===== src/rtl/alarm_responder.sv =====
// Alarm responder: entry delay, timed siren, retrigger from silent, monitoring-link dial handshake.
// Optional strobe output is built only when ALARM_RESPONDER_STROBE_EN is defined.
module alarm_responder #(
  parameter int unsigned ENTRY_DLY  = 16,
  parameter int unsigned SIREN_TIME = 64,
  parameter int unsigned STROBE_DIV = 4
) (
  input  logic       CLK,
  input  logic       RST_N,
  input  logic       ALARM,
  input  logic       PANIC,
  input  logic [2:0] ZONE,
  input  logic       DISARM,
  input  logic       ACK,
  output logic       SIREN,
  output logic       STROBE,
  output logic       DIAL_REQ,
  output logic [2:0] ZONE_LATCH,
  output logic [1:0] STATE
);

  typedef enum logic [1:0] {
    ST_IDLE   = 2'd0,
    ST_ENTRY  = 2'd1,
    ST_SOUND  = 2'd2,
    ST_SILENT = 2'd3
  } state_t;

  localparam logic [15:0] ENTRY_LOAD = 16'(ENTRY_DLY - 1);
  localparam logic [15:0] SIREN_LOAD = 16'(SIREN_TIME - 1);

  state_t      state_q, state_d;
  logic [15:0] cnt_q, cnt_d;
  logic [2:0]  zone_q, zone_d;
  logic        alarm_prev_q;
  logic        siren_q;
  logic        dial_q, dial_d;
  logic        dialed_q, dialed_d;

`ifdef ALARM_RESPONDER_STROBE_EN
  localparam logic [7:0] STROBE_LOAD = 8'(STROBE_DIV - 1);
  logic       strobe_q, strobe_d;
  logic [7:0] scnt_q, scnt_d;
`endif

  always_comb begin
    state_d  = state_q;
    cnt_d    = cnt_q;
    zone_d   = zone_q;
    dial_d   = dial_q;
    dialed_d = dialed_q;

    if (DISARM) begin
      state_d = ST_IDLE;
    end else begin
      case (state_q)
        ST_IDLE: begin
          if (ALARM) begin
            zone_d = ZONE;
            if (PANIC) begin
              state_d = ST_SOUND;
              cnt_d   = SIREN_LOAD;
            end else begin
              state_d = ST_ENTRY;
              cnt_d   = ENTRY_LOAD;
            end
          end
        end
        ST_ENTRY: begin
          zone_d = zone_q | ZONE;
          if (PANIC || cnt_q == 16'd0) begin
            state_d = ST_SOUND;
            cnt_d   = SIREN_LOAD;
          end else begin
            cnt_d = cnt_q - 16'd1;
          end
        end
        ST_SOUND: begin
          zone_d = zone_q | ZONE;
          if (cnt_q == 16'd0) begin
            state_d = ST_SILENT;
          end else begin
            cnt_d = cnt_q - 16'd1;
          end
        end
        default: begin
          zone_d = zone_q | ZONE;
          // Only a fresh 0->1 transition re-arms the siren; a held level does not.
          if (ALARM && !alarm_prev_q) begin
            state_d = ST_SOUND;
            cnt_d   = SIREN_LOAD;
          end
        end
      endcase
    end

    // One request per event; dialed_q remembers it until the event ends in IDLE.
    if (state_d == ST_IDLE) begin
      dial_d   = 1'b0;
      dialed_d = 1'b0;
    end else if (dial_q) begin
      if (ACK) dial_d = 1'b0;
    end else if (!dialed_q && !ACK &&
                 (state_d == ST_SOUND || state_q == ST_SOUND || state_q == ST_SILENT)) begin
      dial_d   = 1'b1;
      dialed_d = 1'b1;
    end
  end

`ifdef ALARM_RESPONDER_STROBE_EN
  always_comb begin
    strobe_d = 1'b0;
    scnt_d   = 8'd0;
    if (state_d == ST_SOUND && state_q != ST_SOUND) begin
      strobe_d = 1'b1;
      scnt_d   = STROBE_LOAD;
    end else if (state_d == ST_SOUND || state_d == ST_SILENT) begin
      if (scnt_q == 8'd0) begin
        strobe_d = !strobe_q;
        scnt_d   = STROBE_LOAD;
      end else begin
        strobe_d = strobe_q;
        scnt_d   = scnt_q - 8'd1;
      end
    end
  end
`endif

  always_ff @(posedge CLK or negedge RST_N) begin
    if (!RST_N) begin
      state_q      <= ST_IDLE;
      cnt_q        <= 16'd0;
      zone_q       <= 3'd0;
      alarm_prev_q <= 1'b0;
      siren_q      <= 1'b0;
      dial_q       <= 1'b0;
      dialed_q     <= 1'b0;
`ifdef ALARM_RESPONDER_STROBE_EN
      strobe_q     <= 1'b0;
      scnt_q       <= 8'd0;
`endif
    end else begin
      state_q      <= state_d;
      cnt_q        <= cnt_d;
      zone_q       <= zone_d;
      alarm_prev_q <= ALARM;
      siren_q      <= (state_d == ST_SOUND);
      dial_q       <= dial_d;
      dialed_q     <= dialed_d;
`ifdef ALARM_RESPONDER_STROBE_EN
      strobe_q     <= strobe_d;
      scnt_q       <= scnt_d;
`endif
    end
  end

  assign SIREN      = siren_q;
  assign DIAL_REQ   = dial_q;
  assign ZONE_LATCH = zone_q;
  assign STATE      = state_q;

`ifdef ALARM_RESPONDER_STROBE_EN
  assign STROBE = strobe_q;
`else
  // STROBE_DIV only shapes the strobe; without it the output is tied low.
  assign STROBE = 1'b0 && (STROBE_DIV > 0);
`endif

endmodule

===== config.mk =====
export PLATFORM = sky130hd
export DESIGN_NAME = alarm_responder
export DESIGN_NICKNAME = d
export VERILOG_FILES = /design/src/rtl/alarm_responder.sv
export SDC_FILE = /design/constraint.sdc
export NUM_CORES = 1
export LEC_CHECK = 0
export ABC_AREA = 1
export CAP_MARGIN = 15
export CORE_ASPECT_RATIO = 1.75
export CORE_MARGIN = 4
export CORE_UTILIZATION = 40
export CTS_CLUSTER_SIZE = 10
export DETAILED_ROUTE_END_ITERATION = 12
export GPL_TIMING_DRIVEN = 1
export RECOVER_POWER = 25
export REMOVE_ABC_BUFFERS = 1
export SYNTH_ARGS = -nofsm -noshare
export SYNTH_HDL_FRONTEND = slang
export SYNTH_SLANG_ARGS = --single-unit
export TNS_END_PERCENT = 10

===== constraint.sdc =====
create_clock -name CLK -period 2.3 [get_ports CLK]
set_input_delay 0.69 -clock CLK [delete_from_list [all_inputs] [get_ports CLK]]
set_output_delay 0.69 -clock CLK [all_outputs]
set_load 0.02 [all_outputs]

# == Yosys cells after proc, flatten, opt, wreduce, memory -nomap -nowiden ==
# Index checks and enable logic that the tools add are counted.
# totals
register_bits,25
latch_bits,0
ram_bits,0
mem_bits_ro,0
in_bits,9
out_inout_bits,8
elab_cells,56
mem_count,0
# classes
addsub,1
multipliers,0
div,0
order_cmp,0
n_eq_ne,7
shift,0
n_mux,22
bitwise,2
reduce_logical,17
# op_table
operator,n
16-bit 2-to-1 mux,4
16-bit one-hot mux with 3 select lines,1
16-bit logical NOT,1
16-bit by 1-bit subtractor with 16-bit output (second input constant),1
2-bit 2-to-1 mux,6
1-bit 2-to-1 mux,7
2-bit == test (second input constant),3
3-bit 2-to-1 mux,2
6-bit 2-to-1 mux,1
2-bit one-hot mux with 3 select lines,1
2-bit logical NOT,2
2-bit != test (second input constant),2
2-bit AND reduction,2
4-bit AND reduction,1
4-bit nonzero test,1
1-bit logical AND,3
1-bit logical NOT,3
1-bit logical OR,3
3-bit OR,1
2-bit by 1-bit == test with 1-bit output (second input constant),1
2-bit by 1-bit != test with 1-bit output (second input constant),1
2-bit nonzero test,1
1-bit inverter,1

# == Logic depth before layout (Yosys ltp) ==
# depth
word_depth,12
mapped_depth,12
mapped_depth_nobuf,12

# == Worst setup path after synthesis ==
# No wires, ideal clock.
# synth_path
kind,input to register
from,in ALARM
to,reg cnt_q[9]
setup_time_ns,0.124
t_arrival_ns,1.549
t_required_ns,2.176
slack_ns,0.627
path_stages,8
n_path_buf,1
path_cell_list,a21oi_1 > nor2_4 > nand2_4 > inv_4 > buf_12 > nand2_4 > xor2_2 > nor2_1
# synth_via
elab_chain_len,3
elab_cells_between_ends,4
classes_between,eq/ne (1); reduce/logical (3)
# synth_lines
element,line_no,text
from (decl),10,"input logic ALARM,"
1-bit logical AND,89,if (ALARM && !alarm_prev_q) begin
4-bit nonzero test (no source line),n/a,
4-bit AND reduction (no source line) *,n/a,
to (signal assigned),144,cnt_q <= cnt_d;
to (decl),33,"logic [15:0] cnt_q, cnt_d;"
# Every way passes the cells marked *; elsewhere a longest branch is shown, timed or not.
# A chain may end at the register's enable or synchronous reset.

# == Worst setup path after layout ==
# layout_path
from,"reg state_q[0], in the netlist STATE[0]"
to,out STATE[0]
# layout_lines
element,line_no,text
from (decl),32,"state_t state_q, state_d;"
from (signal assigned),143,state_q <= state_d;
to (decl),19,output logic [1:0] STATE
# No word-level cell between the ends.

==> metrics.yaml <==
yosys:
  synthFlopType: "dfrtp_1"
  synth_seq_cells: 25
  syn_area_per_cell_um2: 8.12
  synthesis.area_um2: 1450
  synth_edf_count: 0
  synthArstFlopShare_pct: 100
  synthDistinctLibCells: 31
  yosysSeqAreaShare_pct: 43.1
  yosys_warnings: 0
  syn_inst: 179
floorplanning:
  die_w_um: 53.6
  start_util_pct: 42.3
  pin_count: 17
  rows: 28
  die_y_um: 87.7
  core_um2: 3430
  die_area_um2: 4700
clock_tree:
  clk_latency_ns: 0.26
  cts.sinks: 25
  ctsHoldBuffers: 0
  clk_path_buf_depth: 2
  post-cts-setup-buffers: 0
  cts_htree_levels: 1
  cts.repair.resized: 0
  ctsRootBufferMaster: "clkbuf_8"
  cts_buffers: 3
  clk_pin_slew_ns: 0.09
  cts_tree: "yes"
setup_path:
  critPathCaptureType: "output port"
  worst-path-buf-inv: 1
  path_class: "flip-flop to output port"
  crit_arrival_ns: 1.36
  cp_top_family: "buffers and inverters"
  cp.required_ns: 1.61
  crit_chain: "clkdlybuf4s50_1"
  cp_max_fo: 6
  slowest_delay_ns: 0.64
  slowest_stage: "clkdlybuf4s50_1"
  critPathLaunchType: "flip-flop"
detailed_routing:
  antenna_left: 0
  via_count: 1168
  drc: 0
  wl_per_cell_um: 12.2
  vias_per_cell: 4.75
  drt_first_pass_iters: 6
  drt_iter0_markers: 15
  wl_um: 3010
placement:
  place_area_um2: 1670
  detailed_place_hpwl_um: 2450
  gp_congestion: 0.843
  place.port_buffers: 15
global_route:
  grt_max_degree: 26
  grt_overflow: 0
  antenna_found_initial: 0
  grt_pass1_vias: 1261
  grt_pass1_wl_um: 5400
  grt_usage_pct: 15.7
pwr:
  p_leak_nw: 0.820
  peakVddDrop_mv: 0.385
  power_mw: 1.02
  p_per_area_nw_per_um2: 594
sta:
  rsz0062_at_grt: "no"
  fin_skew_ns: 0.00351
  setup_viol: 0
  timing.slew.headroom_pct: 58.4
  timing.fmax_ghz: 0.487
  finalMaxSlewViolations: 0
  holdWs_ns: 0.511
  period_share_pct: 89.3
  tightest_slew_ns: 0.624
  period_minus_slack_ns: 2.05
  setup_tns_ns: 0
  hold_viol_final: 0
layout:
  nets: 213
  syn_to_final_growth_pct: 17.9
  layout-drive-gt1-share_pct: 12.4
  final_common_cell: "nand2_1"
  diodes: 0
  final_cell_mix: "nand2_1 (32), nor2_1 (29), dfrtp_1 (25), inv_1 (22), clkdlybuf4s50_1 (14)"
  fin_area_um2: 1710
hold_path:
  hold_class: "flip-flop to flip-flop"
outcome:
  status: "finished clean"
run:
  cap_viol_max_count: 0
[per-stage QoR]
stage          setup WS (ns)  util, %  std cells
3_3_place_gp          0.0299     48.6        242
5_1_grt               0.0871     49.9        246
4_1_cts                0.232     50.0        246
3_5_place_dp         -0.0509     48.6        242
6_report               0.246     49.9        246
2_1_floorplan          0.655        -        177
[state kept, by name, summed over array words and instances (netlist names)]
| name | count |
|---|---|
| STATE | 2 |
| dialed_q | 1 |
| SIREN | 1 |
| ZONE_LATCH | 3 |
| DIAL_REQ | 1 |
| alarm_prev_q | 1 |
| cnt_q | 16 |
[layout make-up]
type	instances	area, um^2
inverter	24	92.6
sequential	25	626
fill	364	1720
multi-input combinational	128	707
clock buffer	3	41.3
timing repair buffer	20	185
tap	45	56.3
clock inverter	1	5.00
[worst reg2reg max path, stage by stage (launching register included)]
cell     delay, ns
dfrtp_1       0.40
inv_1         0.08
ha_1          0.23
nand3_1       0.09
nor2_1        0.05
nand3_1       0.14
nand2_4       0.12
inv_4         0.17
nand2_1       0.12
o21ai_0       0.15
nand2_1       0.06
nor2_1        0.09
[cell families (layout without fill, tap and decap cells)]
| family | count (synthesis) | after routing | synth area share (%) |
|---|---|---|---|
| xor gates and xnor gates | 9 | 9 | 5.94 |
| buffers and inverters | 26 | 48 | 8.27 |
| and+or+nand+nor | 94 | 94 | 31.4 |
| adders and majority gates | 2 | 2 | 1.72 |
| other | 1 | 1 | 0.258 |
| DFF | 25 | 25 | 43.1 |
| AOI/OAI and AO/OA | 22 | 22 | 9.39 |
[metal layers]
layer	share of wire, %	global-route usage [%]	wire [um]
met1	39	17.0	1180
met2	57	29.2	1710
met4	2.0	6.28	59
met5	0	0	0
met3	1.9	2.04	57
[power by group]
group	total (mW)	internal (mW)	leakage [nW]	switching, mW
Sequential	0.522	0.480	0.315	0.0417
Clock	0.257	0.121	0.0255	0.136
Combinational	0.239	0.0990	0.479	0.140
[Yosys cell counts, drive strengths merged (2+ instances only)]
library cell	number	share of area, %
or2	3	1.3
ha	2	1.7
nor2	33	9.9
dfrtp	25	43
nor3	6	2.4
nand3	13	4.5
nand2	34	9.8
xor2	9	5.9
a21oi	10	4.0
o21ai	10	4.5
nor3b	2	1.0
buf	2	1.9
inv	24	6.4
[path summary, 6_finish.rpt]
kind	to	depth (start not counted)	from	slack, ns
max	STATE[0]	1	STATE[0]	0.25
min	DIAL_REQ	3	dialed_q	0.51
max reg2reg	cnt_q[8]	11	cnt_q[0]	0.54
min reg2reg	DIAL_REQ	3	dialed_q	0.51
max in group asynchronous	STATE[0]	2	RST_N	0.93
min in group asynchronous	cnt_q[1]	2	RST_N	0.97
(Power assumes the default switching activity.)
